--- src/rtl/alu_shift_pipe.sv ---
// rtl/alu_shift_pipe.sv - two-stage pipelined ALU/shifter with valid/ready handshake
// Optional feature macro: ARITH_SHIFT_EN (arithmetic right shift via shift_arith).
// Stage 1 registers the conditioned operands; stage 2 registers result and flags.
module alu_shift_pipe #(
  parameter int WIDTH = 32
) (
  input  logic                       clk,
  input  logic                       rst,
  input  logic                       in_valid,
  output logic                       in_ready,
  input  logic [WIDTH-1:0]           src1,
  input  logic [WIDTH-1:0]           src2,
  input  logic                       invert_a,
  input  logic                       invert_b,
  input  logic [1:0]                 operation,
  input  logic                       unit_sel,
  input  logic                       left_right,
  input  logic [$clog2(WIDTH)-1:0]   shamt,
  input  logic                       shift_arith,
  output logic                       out_valid,
  input  logic                       out_ready,
  output logic [WIDTH-1:0]           result,
  output logic                       zero,
  output logic                       overflow
);

  localparam int SHAMT_W = $clog2(WIDTH);

  localparam logic [1:0] OP_AND = 2'b00;
  localparam logic [1:0] OP_OR  = 2'b01;
  localparam logic [1:0] OP_ADD = 2'b10;
  localparam logic [1:0] OP_SLT = 2'b11;

  // Stage 1 state: conditioned operands plus everything stage 2 needs.
  logic               s1_valid_q, s1_valid_d;
  logic [WIDTH-1:0]   s1_a_q, s1_a_d;
  logic [WIDTH-1:0]   s1_b_q, s1_b_d;
  logic [WIDTH-1:0]   s1_src2_q, s1_src2_d;
  logic               s1_cin_q, s1_cin_d;
  logic [1:0]         s1_op_q, s1_op_d;
  logic               s1_unit_q, s1_unit_d;
  logic               s1_left_q, s1_left_d;
  logic [SHAMT_W-1:0] s1_shamt_q, s1_shamt_d;
  logic               s1_arith_q, s1_arith_d;

  // Stage 2 state: this is the output register.
  logic               s2_valid_q, s2_valid_d;
  logic [WIDTH-1:0]   result_q, result_d;
  logic               zero_q, zero_d;
  logic               overflow_q, overflow_d;

  logic s2_adv;
  logic s1_adv;

  // Stage 2 datapath results computed from stage 1 registers.
  logic [WIDTH-1:0] sum;
  logic             add_ovf;
  logic [WIDTH-1:0] shift_res;
  logic [WIDTH-1:0] calc_res;
  logic             calc_ovf;

  // A stage moves forward when its downstream slot is empty or draining.
  always_comb begin
    s2_adv   = !s2_valid_q || out_ready;
    s1_adv   = !s1_valid_q || s2_adv;
    in_ready = s1_adv;
  end

  // Stage 1 next state: capture a new request whenever the stage can advance.
  always_comb begin
    s1_valid_d = s1_valid_q;
    s1_a_d     = s1_a_q;
    s1_b_d     = s1_b_q;
    s1_src2_d  = s1_src2_q;
    s1_cin_d   = s1_cin_q;
    s1_op_d    = s1_op_q;
    s1_unit_d  = s1_unit_q;
    s1_left_d  = s1_left_q;
    s1_shamt_d = s1_shamt_q;
    s1_arith_d = s1_arith_q;
    if (s1_adv) begin
      s1_valid_d = in_valid;
      if (in_valid) begin
        s1_a_d     = invert_a ? ~src1 : src1;
        s1_b_d     = invert_b ? ~src2 : src2;
        s1_src2_d  = src2;
        s1_cin_d   = invert_b;
        s1_op_d    = operation;
        s1_unit_d  = unit_sel;
        s1_left_d  = left_right;
        s1_shamt_d = shamt;
        s1_arith_d = shift_arith;
      end
    end
  end

  // Adder shared by ADD and SLT; carry-in doubles as the subtract bit.
  always_comb begin
    sum     = s1_a_q + s1_b_q + {{(WIDTH-1){1'b0}}, s1_cin_q};
    add_ovf = (s1_a_q[WIDTH-1] == s1_b_q[WIDTH-1]) && (sum[WIDTH-1] != s1_a_q[WIDTH-1]);
  end

`ifdef ARITH_SHIFT_EN
  // Shifter: right shifts sign-fill when shift_arith is set.
  always_comb begin
    if (s1_left_q) begin
      shift_res = s1_src2_q << s1_shamt_q;
    end else if (s1_arith_q) begin
      shift_res = $unsigned($signed(s1_src2_q) >>> s1_shamt_q);
    end else begin
      shift_res = s1_src2_q >> s1_shamt_q;
    end
  end
`else
  // Shifter: logical only; the captured shift_arith bit is deliberately dropped.
  logic unused_arith;
  assign unused_arith = s1_arith_q;

  always_comb begin
    if (s1_left_q) begin
      shift_res = s1_src2_q << s1_shamt_q;
    end else begin
      shift_res = s1_src2_q >> s1_shamt_q;
    end
  end
`endif

  // Select the unit result and its overflow flag.
  always_comb begin
    calc_res = '0;
    calc_ovf = 1'b0;
    if (s1_unit_q) begin
      calc_res = shift_res;
    end else begin
      case (s1_op_q)
        OP_AND: calc_res = s1_a_q & s1_b_q;
        OP_OR:  calc_res = s1_a_q | s1_b_q;
        OP_ADD: begin
          calc_res = sum;
          calc_ovf = add_ovf;
        end
        OP_SLT: begin
          calc_res = {{(WIDTH-1){1'b0}}, sum[WIDTH-1] ^ add_ovf};
          calc_ovf = add_ovf;
        end
        default: calc_res = '0;
      endcase
    end
  end

  // Stage 2 next state: load on advance, otherwise hold the presented result.
  always_comb begin
    s2_valid_d = s2_valid_q;
    result_d   = result_q;
    zero_d     = zero_q;
    overflow_d = overflow_q;
    if (s2_adv) begin
      s2_valid_d = s1_valid_q;
      if (s1_valid_q) begin
        result_d   = calc_res;
        zero_d     = (calc_res == '0);
        overflow_d = calc_ovf;
      end
    end
  end

  // Pipeline registers; reset discards anything in flight.
  always_ff @(posedge clk or posedge rst) begin
    if (rst) begin
      s1_valid_q <= 1'b0;
      s1_a_q     <= '0;
      s1_b_q     <= '0;
      s1_src2_q  <= '0;
      s1_cin_q   <= 1'b0;
      s1_op_q    <= 2'b00;
      s1_unit_q  <= 1'b0;
      s1_left_q  <= 1'b0;
      s1_shamt_q <= '0;
      s1_arith_q <= 1'b0;
      s2_valid_q <= 1'b0;
      result_q   <= '0;
      zero_q     <= 1'b0;
      overflow_q <= 1'b0;
    end else begin
      s1_valid_q <= s1_valid_d;
      s1_a_q     <= s1_a_d;
      s1_b_q     <= s1_b_d;
      s1_src2_q  <= s1_src2_d;
      s1_cin_q   <= s1_cin_d;
      s1_op_q    <= s1_op_d;
      s1_unit_q  <= s1_unit_d;
      s1_left_q  <= s1_left_d;
      s1_shamt_q <= s1_shamt_d;
      s1_arith_q <= s1_arith_d;
      s2_valid_q <= s2_valid_d;
      result_q   <= result_d;
      zero_q     <= zero_d;
      overflow_q <= overflow_d;
    end
  end

  assign out_valid = s2_valid_q;
  assign result    = result_q;
  assign zero      = zero_q;
  assign overflow  = overflow_q;

endmodule

--- config.mk ---
export PLATFORM = sky130hd
export DESIGN_NAME = alu_shift_pipe
export DESIGN_NICKNAME = d
export VERILOG_FILES = /design/src/rtl/alu_shift_pipe.sv
export SDC_FILE = /design/constraint.sdc
export NUM_CORES = 1
export LEC_CHECK = 0
export BUFFER_PORTS_ARGS = -buffer_cell sky130_fd_sc_hd__buf_2
export CORE_MARGIN = 5
export CORE_UTILIZATION = 50
export CTS_BUF_LIST = sky130_fd_sc_hd__clkbuf_8
export DETAILED_ROUTE_END_ITERATION = 12
export MAX_ROUTING_LAYER = met4
export PLACE_DENSITY = 0.71
export RECOVER_POWER = 50
export SKIP_LAST_GASP = 1
export SLEW_MARGIN = 20
export SYNTH_ARGS = -nofsm -noshare
export SYNTH_HDL_FRONTEND = slang
export SYNTH_SLANG_ARGS = --single-unit
--- constraint.sdc ---
create_clock -name clk -period 4.05 [get_ports clk]
set_input_delay 0.2025 -clock clk [delete_from_list [all_inputs] [get_ports clk]]
set_output_delay 0.2025 -clock clk [all_outputs]
set_load 0.01 [all_outputs]
==> impl_metrics.json <==
{
  "run_status": "finished, violations left",
  "failed_checks": "capacitance limit, slew limit",
  "fp-row-count": 59,
  "worstReg2RegEnd": "zero",
  "skew_ps": 24.3,
  "ys_warn_count": 0,
  "synth_edf_count": 0,
  "antenna_found_initial": 0,
  "reg2reg_depth": 13,
  "worst_pin_slew_ps": 1960,
  "async_reset_ff_share_pct": 100,
  "worstSkewPairLatency_ps": 480,
  "clkTransAtPathRegs_ps": 110,
  "vias_per_cell": 6.29,
  "syn2layout_area_growth_pct": 13.6,
  "final_core_utilization_pct": 57.3,
  "cts_tree": "built",
  "r2r_start": "s1_a_q[0]",
  "timing_worst_setup_path_type": "register to register",
  "grt_max_degree": 91,
  "p_sw_uw": 3500,
  "cts_buffers": 17,
  "power_uw": 7310,
  "power-per-cell-area_nw_per_um2": 492,
  "nFillCells": 2395,
  "hold_start": "src1[17]",
  "setup_viol": 0,
  "synth_common_cells": "nor2_1 (166), dfrtp_1 (142), nand2_1 (133)",
  "synth_ff_type": "dfrtp_1",
  "tns_ps": 0,
  "synth_top_area_share_pct": 27.2,
  "seq_area_frac_synth_pct": 27.2,
  "fp.dieW_um": 172,
  "swShare_pct": 48.0,
  "gr-total-overflow": 0,
  "gp_congestion": 1.06,
  "wire_per_inst_um": 24.3,
  "cts.sinks": 142,
  "synth_area_um2": 13100,
  "synth_most_common_cell": "nor2_1",
  "drive_above_1_share_pct": 19.9,
  "maxCapViolations": 3,
  "coreArea_um2": 25900,
  "p_int_uw": 3800,
  "cp_max_fo": 3,
  "hpwl_um": 37300,
  "hold_violations": 0,
  "fin_crit_sh_pct": 94.7,
  "ys_types": 74,
  "pwr-share-seq_pct": 28.2,
  "holdPathEnd": "s1_a_q[17]",
  "syn_nets": 1670,
  "min_path_cells": 4,
  "ios": 116,
  "startpoint_type": "register",
  "grt_pass1_vias": 11900,
  "syn_area_per_cell_um2": 8.58,
  "fin_crit_ps": 3840,
  "r2r_setup_slack_ps": 210,
  "clock_path_buffers": 2,
  "cts_setup_buffers": 0,
  "crit_path_start": "s1_a_q[0]",
  "antenna-diode-count": 0,
  "htreeDepth": 4,
  "grt_usage_pct": 33.4,
  "post-place-ws_ps": 95.2,
  "synth-seq-cells": 142,
  "port_buffers": 114,
  "die_area_um2": 29500,
  "worst_setup_path_end_kind": "register",
  "layout.nets": 1789,
  "fp.dieH_um": 172,
  "max_clock_freq_mhz": 261,
  "vias": 12500,
  "hp-class": "input port to register",
  "vdd_drop_max_uv": 282,
  "max_slew_margin_pct": -31.3,
  "first_iter_violations": 1327,
  "drt_wl_total_um": 48400,
  "maxSlewViolCount": 162,
  "power.share.clock_pct": 15.5,
  "drtAntennaViolNets": 0,
  "synth.area.top_cells": "dfrtp_1 (27%), mux4_2 (7.9%), mux2_2 (7.0%), ha_1 (6.1%), a21oi_1 (5.1%)",
  "synth_cells": 1524,
  "clock-root-buffer": "clkbuf_8",
  "required_ps": 4410,
  "grt_first_pass_wirelength_um": 72300,
  "initial_utilization_pct": 50.5,
  "yosys.area.top_type": "dfrtp_1",
  "cp.arrival_ps": 4200,
  "route.detailed.drc": 0,
  "finalWorstSetupSlack_ps": 214,
  "p_leak_uw": 0.00650,
  "first_pass_iters": 5,
  "p_comb_share_pct": 56.3
}
## worst max-delay path, cell delays in order, from the launching register on
cell,delay (ps)
dfrtp_1,420
fa_1,490
fa_1,450
a21o_1,250
a221oi_4,280
o21ai_2,140
xnor2_1,190
nor2_1,100
o32a_1,340
nor4_1,260
nand4_1,150
nor4_1,290
nand4_1,140
o41ai_2,220
## layer usage
layer	up-vias	global-route usage, %	share of wire, %
met1	6079	46.3	44
met5	-	-	0
li1	5737	-	-
met4	0	12.9	4.1
met2	603	48.3	44
met3	102	6.69	8.6
## layout make-up
| type | instances | area (um2) | area share [%] |
|---|---|---|---|
| multi-input cells | 1175 | 8690 | 58.5 |
| flip-flops and latches | 142 | 3560 | 24.0 |
| repair buffers | 222 | 1500 | 10.1 |
| well taps | 335 | 419 | 2.82 |
| inverters | 85 | 323 | 2.17 |
| clock buffers | 17 | 234 | 1.57 |
| clock inverters | 15 | 129 | 0.868 |
## worst max-delay path by stage
stage	cells after the start	endpoint	slack [ps]
2_1_floorplan	1	out_valid	40
3_3_place_gp	13	zero	110
3_5_place_dp	13	zero	100
4_1_cts	13	zero	60
5_1_grt	13	zero	-6
6_report	13	zero	210
## state kept, by name (all words and copies together) (netlist names), 2 cells and up
name and flops:
result 32, s1_a_q 32, s1_b_q 32, s1_src2_q 32
s1_shamt_q 5, s1_op_q 2
## placed cells by master (no fill, tap or decap), drive strengths merged, types with 56 or more instances in the layout
cell type,count
nor2,166
buf,151
dfrtp,142
nand2,134
a21oi,132
o21ai,97
inv,90
mux2,82
xor2,72
ha,64
mux2i,60
clkbuf,56
## what timing repair did
item / CTS / global route
setup endpoints to repair: 0 / 2
endpoints found under the hold margin: 119 / 0
gates resized for setup: 0 / 6
hold buffers: 32 / 0
## power groups by stage
stage / registers (uW) / logic [uW] / clock network, uW
after floorplan: 1960 / 2660 / 0
after global placement: 2060 / 3970 / 0
after detailed placement: 2070 / 3990 / 0
after CTS: 2040 / 4040 / 1160
after global routing: 2090 / 4400 / 1210
final: 2060 / 4110 / 1130
## metrics by stage
step	instances	hold slack, ps	area (um2)
2_1_floorplan	1524	311	13100
4_1_cts	1991	0.0605	14900
3_5_place_dp	1927	429	14200
5_1_grt	1991	13.9	14900
6_report	1991	12.7	14900
3_3_place_gp	1927	425	14200
## logic make-up (layout without fill, tap and decap cells)
family	after synthesis	after routing	share of synthesized area [%]
AO/OA/AOI/OAI	416	416	20.3
XOR/XNOR	87	87	5.83
adder cells (fa/ha/maj)	66	66	6.43
buffers and inverters	207	339	6.54
flip-flops	142	142	27.2
multiplexers	190	190	20.0
AND/OR/NAND/NOR	416	416	13.8
Power figures use the tool's default switching activity.
